## src/rtl/seq_code_tx.sv

```systemverilog
// Digit-code transmitter: streams CODE0..CODE3 over a valid/ready link, repeating the
// word a latched number of times with an optional idle gap between words.
module seq_code_tx #(
  parameter logic [3:0]  CODE0 = 4'd1,
  parameter logic [3:0]  CODE1 = 4'd4,
  parameter logic [3:0]  CODE2 = 4'd6,
  parameter logic [3:0]  CODE3 = 4'd9,
  parameter logic [3:0]  FILL  = 4'd0,
  parameter int unsigned GAP   = 2
) (
  input  logic       clk_i,
  input  logic       rst_i,
  input  logic       start_i,
  input  logic [7:0] count_i,
  input  logic       abort_i,
  input  logic       ready_i,
  output logic [3:0] data_o,
  output logic       valid_o,
  output logic [1:0] digit_idx_o,
  output logic       busy_o,
  output logic       done_o
);

  typedef enum logic [1:0] {StIdle, StSend, StGap, StDone} state_e;

  localparam logic [3:0] GapLoad = GAP[3:0];

  state_e     state_q, state_d;
  logic [1:0] idx_q, idx_d;
  logic [7:0] words_left_q, words_left_d;
  logic [3:0] gap_q, gap_d;
  logic [3:0] data_q, data_d;
  logic       valid_q, valid_d;
  logic       busy_q, busy_d;
  logic       done_q, done_d;

  function automatic logic [3:0] code_at(input logic [1:0] i);
    logic [3:0] c;
    unique case (i)
      2'd0: c = CODE0;
      2'd1: c = CODE1;
      2'd2: c = CODE2;
      2'd3: c = CODE3;
    endcase
    return c;
  endfunction

  // Next-state logic; outputs are derived from the next state so they can be registered.
  always_comb begin
    state_d      = state_q;
    idx_d        = idx_q;
    words_left_d = words_left_q;
    gap_d        = gap_q;

    unique case (state_q)
      StIdle: begin
        if (start_i) begin
          if (count_i != 8'd0) begin
            words_left_d = count_i;
            idx_d        = 2'd0;
            state_d      = StSend;
          end else begin
            state_d = StDone;
          end
        end
      end
      StSend: begin
        // Abort wins over a coincident transfer: the digit is dropped.
        if (abort_i) begin
          state_d      = StIdle;
          idx_d        = 2'd0;
          words_left_d = 8'd0;
        end else if (ready_i) begin
          if (idx_q != 2'd3) begin
            idx_d = idx_q + 2'd1;
          end else begin
            idx_d        = 2'd0;
            words_left_d = words_left_q - 8'd1;
            if (words_left_q == 8'd1) begin
              state_d = StDone;
            end else if (GAP == 0) begin
              state_d = StSend;
            end else begin
              gap_d   = GapLoad;
              state_d = StGap;
            end
          end
        end
      end
      StGap: begin
        if (abort_i) begin
          state_d      = StIdle;
          idx_d        = 2'd0;
          words_left_d = 8'd0;
          gap_d        = 4'd0;
        end else if (gap_q <= 4'd1) begin
          gap_d   = 4'd0;
          state_d = StSend;
        end else begin
          gap_d = gap_q - 4'd1;
        end
      end
      StDone: begin
        state_d = StIdle;
      end
      default: begin
        state_d = StIdle;
      end
    endcase

    valid_d = (state_d == StSend);
    data_d  = valid_d ? code_at(idx_d) : FILL;
    busy_d  = (state_d == StSend) || (state_d == StGap);
    done_d  = (state_d == StDone);
  end

  // State and registered outputs, synchronous reset.
  always_ff @(posedge clk_i) begin
    if (rst_i) begin
      state_q      <= StIdle;
      idx_q        <= 2'd0;
      words_left_q <= 8'd0;
      gap_q        <= 4'd0;
      data_q       <= FILL;
      valid_q      <= 1'b0;
      busy_q       <= 1'b0;
      done_q       <= 1'b0;
    end else begin
      state_q      <= state_d;
      idx_q        <= idx_d;
      words_left_q <= words_left_d;
      gap_q        <= gap_d;
      data_q       <= data_d;
      valid_q      <= valid_d;
      busy_q       <= busy_d;
      done_q       <= done_d;
    end
  end

  assign data_o      = data_q;
  assign valid_o     = valid_q;
  assign digit_idx_o = idx_q;
  assign busy_o      = busy_q;
  assign done_o      = done_q;

endmodule

```

## config.mk

```make
export PLATFORM = sky130hd
export DESIGN_NAME = seq_code_tx
export DESIGN_NICKNAME = d
export VERILOG_FILES = /design/src/rtl/seq_code_tx.sv
export SDC_FILE = /design/constraint.sdc
export NUM_CORES = 1
export LEC_CHECK = 0
export ABC_AREA = 1
export CORE_MARGIN = 5
export CORE_UTILIZATION = 40
export CTS_CLUSTER_SIZE = 8
export DETAILED_ROUTE_END_ITERATION = 10
export MAX_ROUTING_LAYER = met4
export SYNTH_ARGS = -nofsm -noshare
export SYNTH_HDL_FRONTEND = slang
export SYNTH_SLANG_ARGS = --single-unit
```

## constraint.sdc

```tcl
create_clock -name clk_i -period 2.2 [get_ports clk_i]
set_clock_uncertainty 0.15 [all_clocks]
set_input_delay 0.22 -clock clk_i [delete_from_list [all_inputs] [get_ports clk_i]]
set_output_delay 0.22 -clock clk_i [all_outputs]
set_load 0.01 [all_outputs]
```

==> results by group <==
Power and ir drop
  – Overall power: between 1 and 1.5 mW
  – Highest ir drop seen on vdd: 0.000477 V
  – Pwr dens: 620 nW/µm²
  – Leakage power summed over all cells: approximately 0.9 nW

Yosys
  – Average cell area after synthesis: roughly 6.5 µm²
  – Fraction of registers with async set or reset after synthesis: 0
  – Area fraction of the dominant cell type after synthesis: 0.294
  – Area leader, netlist: dfxtp_1
  – Combinational family with the most area after synthesis: simple AND/OR/NAND/NOR gates
  – Top cells by area in the synthesized netlist: dfxtp_1, nand2_1, ha_1
  – Post-Synth Adder-Cell Area: 0.112
  – Synth top cells by count: nand2_1, nor2_1, inv_1
  – Count of flip-flops with a built-in enable after synthesis: 0
  – Compound-cell area share of the yosys netlist: 0.0671
  – Number of warnings reported in the yosys synthesis log: 0
  – Area share of xor/xnor cells in the synthesized design: 0.0112
  – Net count after synthesis: 269
  – Mapped cell area: 1570 µm²
  – Count of distinct cell types in the synthesized netlist: 24
  – Post-Synthesis Cells: 242
  – Multiplexer fraction of the synthesized cell area: 0
  – Most frequent cell after synthesis: nand2_1
  – Most used flip-flop cell after synthesis: dfxtp_1
  – Fraction of the mapped netlist area in simple logic gates: 0.408
  – Total of flip-flops plus latches after synthesis: 23
  – Share of synthesized area occupied by flip-flops and latches: 0.294

Clock tree
  – # Post-CTS Setup Buffers: 0
  – CTS tree: yes
  – Inserted Clock Buffers: 3
  – Sink count of the clock tree: 23
  – Clock tree root driver cell: clkbuf_8
  – Later-pin clock latency in the skew report: 0.26 ns
  – # hold bufs at CTS: 0
  – Total number of H-tree levels: 1
  – Clock-pin slew reported for the worst setup and hold paths after clock tree synthesis: 0.08 ns
  – Clock buffer depth: 2

Placed design
  – Number of buffer cells added on primary ports: 21
  – Placed cell count: 310
  – HPWL reported at the end of detailed placement: 2660 µm
  – Routability-driven placement congestion ratio: about 0.8

Timing
  – Max-slew violations: 0
  – Final worst path period share: 0.920
  – Relative max-transition margin: 0.734
  – Final setup violation count: 0
  – Highest achievable clock rate: between 400 and 500 MHz
  – Number of hold-slack violations in the final timing report: 0
  – Post-route minimum period: between 2 and 2.5 ns
  – Worst Tran Pin Value: 0.398 ns

Final layout
  – Nets: a little under 300
  – Count of fill cells added during filler insertion: 414
  – Proportion of layout cells with a drive suffix above 1: 0.102
  – Post-route non-filler standard cell count: 314
  – Area growth, synth to finish: 20.8%
  – N_diodes: 0

Routing
  – Post-detailed-route wirelength per cell: 10.6 µm
  – Via-per-instance ratio: ~4.5
  – Count of vias placed by the detailed router: between 1k and 1.5k
  – Router iterations before antenna repair: 6
  – Final wirelength: 3320 µm
  – Post-DRT Antenna Nets: 0
  – DRC violation count after routing: 0
  – 1st-iter DRT viols: 64

Critical path
  – Gate family responsible for the most delay along the worst path: simple AND/OR/NAND/NOR gates
  – Critical path endpoint category: register
  – Sort of element at the start of the critical path: register
  – Largest fanout on the critical path: 5
  – Arrival time worst endpoint: roughly 2 ns
  – Buffers & Inverters on Critical Path: 4
  – Max stage delay on crit path: ~0.37 ns
  – Worst Path Required: ~2.2 ns
  – Crit path cell chain: inv_1, ha_1, inv_2, nor2_2, nand3_2, nand3_1, nand2_1, nand2_1, inv_1, ha_1, inv_1, nor2_1
  – Cell with the largest stage delay on the worst path: dfxtp_1
  – Crit path kind: reg -> reg
  – Most common cell on crit path: inv_1

Die
  – Starting utilization of the core area: 0.421
  – CORE AREA: 3720 µm²
  – DIE AREA: 5260 µm²
  – Horizontal extent of the die: between 70 and 80 µm
  – Std cell rows: 22
  – Die H: 72.6 µm
  – Io pins: 22

Run
  – Max capacitance violation total: 0

GRT
  – Maximum number of pins on one net before global-route repair: 16
  – GR Overflow Total: 0
  – GRT met2 Usage: 0.235
  – Global-route track usage on met1: 0.173
  – Number of global-route vias before repair: 1386
  – GRT Resource Usage Total: 0.140
  – Initial antenna violation count: 0
  – Highest-utilization routing layer at the global route stage: met2
  – Met3 Track Usage GR: 0.0319
  – Global-route wire length before repair: 5800 µm

Status
  – Result of the run: complete, no violations

Worst hold path
  – Class of the tightest hold or removal check: reg -> reg
## path summary, 6_finish.rpt
| path | from | endpoint | slack [ns] | depth (start not counted) |
|---|---|---|---|---|
| hold reg to reg | gap_q[1]$_SDFFE_PP0P_ | gap_q[1]$_SDFFE_PP0P_ | 0.37 | 2 |
| setup reg to reg | state_q[0]$_SDFF_PP0_ | data_o[0]$_SDFF_PP0_ | 0.18 | 12 |
| hold / removal | gap_q[1]$_SDFFE_PP0P_ | gap_q[1]$_SDFFE_PP0P_ | 0.37 | 2 |
| setup / recovery | state_q[0]$_SDFF_PP0_ | data_o[0]$_SDFF_PP0_ | 0.18 | 12 |
## where the power goes
part	internal [mW]	total [mW]	switching [mW]
Sequential	0.458	0.502	0.0438
Combinational	0.166	0.404	0.238
Clock	0.128	0.267	0.139
## cells in the final DEF, fill, tap and decap left out, drive strengths merged
cell type,synthesis,routed
a21oi,8,8
buf,2,2
clkbuf,1,3
clkdlybuf4s50,0,21
clkinvlp,0,1
dfxtp,23,23
ha,14,14
inv,39,39
nand2,67,67
nand3,18,18
nand4,4,4
nor2,52,52
o21ai,9,9
o22ai,2,2
or2,1,1
xnor2,1,1
xor2,1,1
## metal layers
| layer | wire length (µm) | part of all wire |
|---|---|---|
| met3 | 97 | 0.029 |
| met2 | 1520 | 0.46 |
| met4 | 22 | 0.0066 |
| met1 | 1690 | 0.51 |
| met5 | 0 | 0 |
## metrics by stage
step / TNS [ns] / area (µm²) / hold WS, ns / setup WS (ns) / util
3_3_place_gp: 0 / 1830 / 0.348 / 0.121 / 0.492
5_1_grt: -0.0352 / 1890 / 0.396 / -0.0165 / 0.509
3_5_place_dp: 0 / 1830 / 0.355 / 0.0984 / 0.492
4_1_cts: 0 / 1880 / 0.368 / 0.0881 / 0.505
2_1_floorplan: 0 / 1570 / 0.280 / 0.294 / -
6_report: 0 / 1890 / 0.371 / 0.177 / 0.509
## sequential cells by signal, indices dropped and copies added (netlist names)
name,cells
busy_o,1
data_o,4
digit_idx_o,2
done_o,1
gap_q,4
state_q,2
valid_o,1
words_left_q,8
## area by class of cell
| type | instances | area [µm²] | area share |
|---|---|---|---|
| clock buffers | 3 | 41.3 | 0.0218 |
| repair buffers | 23 | 225 | 0.119 |
| inverters | 39 | 146 | 0.0774 |
| multi-input cells | 177 | 946 | 0.500 |
| flip-flops and latches | 23 | 464 | 0.246 |
| clock inverters | 1 | 7.51 | 0.00397 |
| well taps | 48 | 60.1 | 0.0318 |
## cells by family after synthesis
family / count (synthesis)
xor+xnor: 2
fa+ha+maj: 14
simple gates: 142
flops: 23
compound gates: 19
buf+inv: 42
## worst reg2reg max path, stage by stage, from the launching register on
cell     delay [ns]
dfxtp_1        0.37
inv_1          0.12
ha_1           0.23
inv_2          0.08
nor2_2         0.09
nand3_2        0.16
nand3_1        0.14
nand2_1        0.07
nand2_1        0.08
inv_1          0.05
ha_1           0.30
inv_1          0.06
nor2_1         0.04
## what timing repair did
action / CTS / global route
endpoints found under the setup margin: 0 / 6
gates resized for setup: 0 / 6
hold endpoints to repair: 0 / 0
Power figures use the tool's default switching activity.
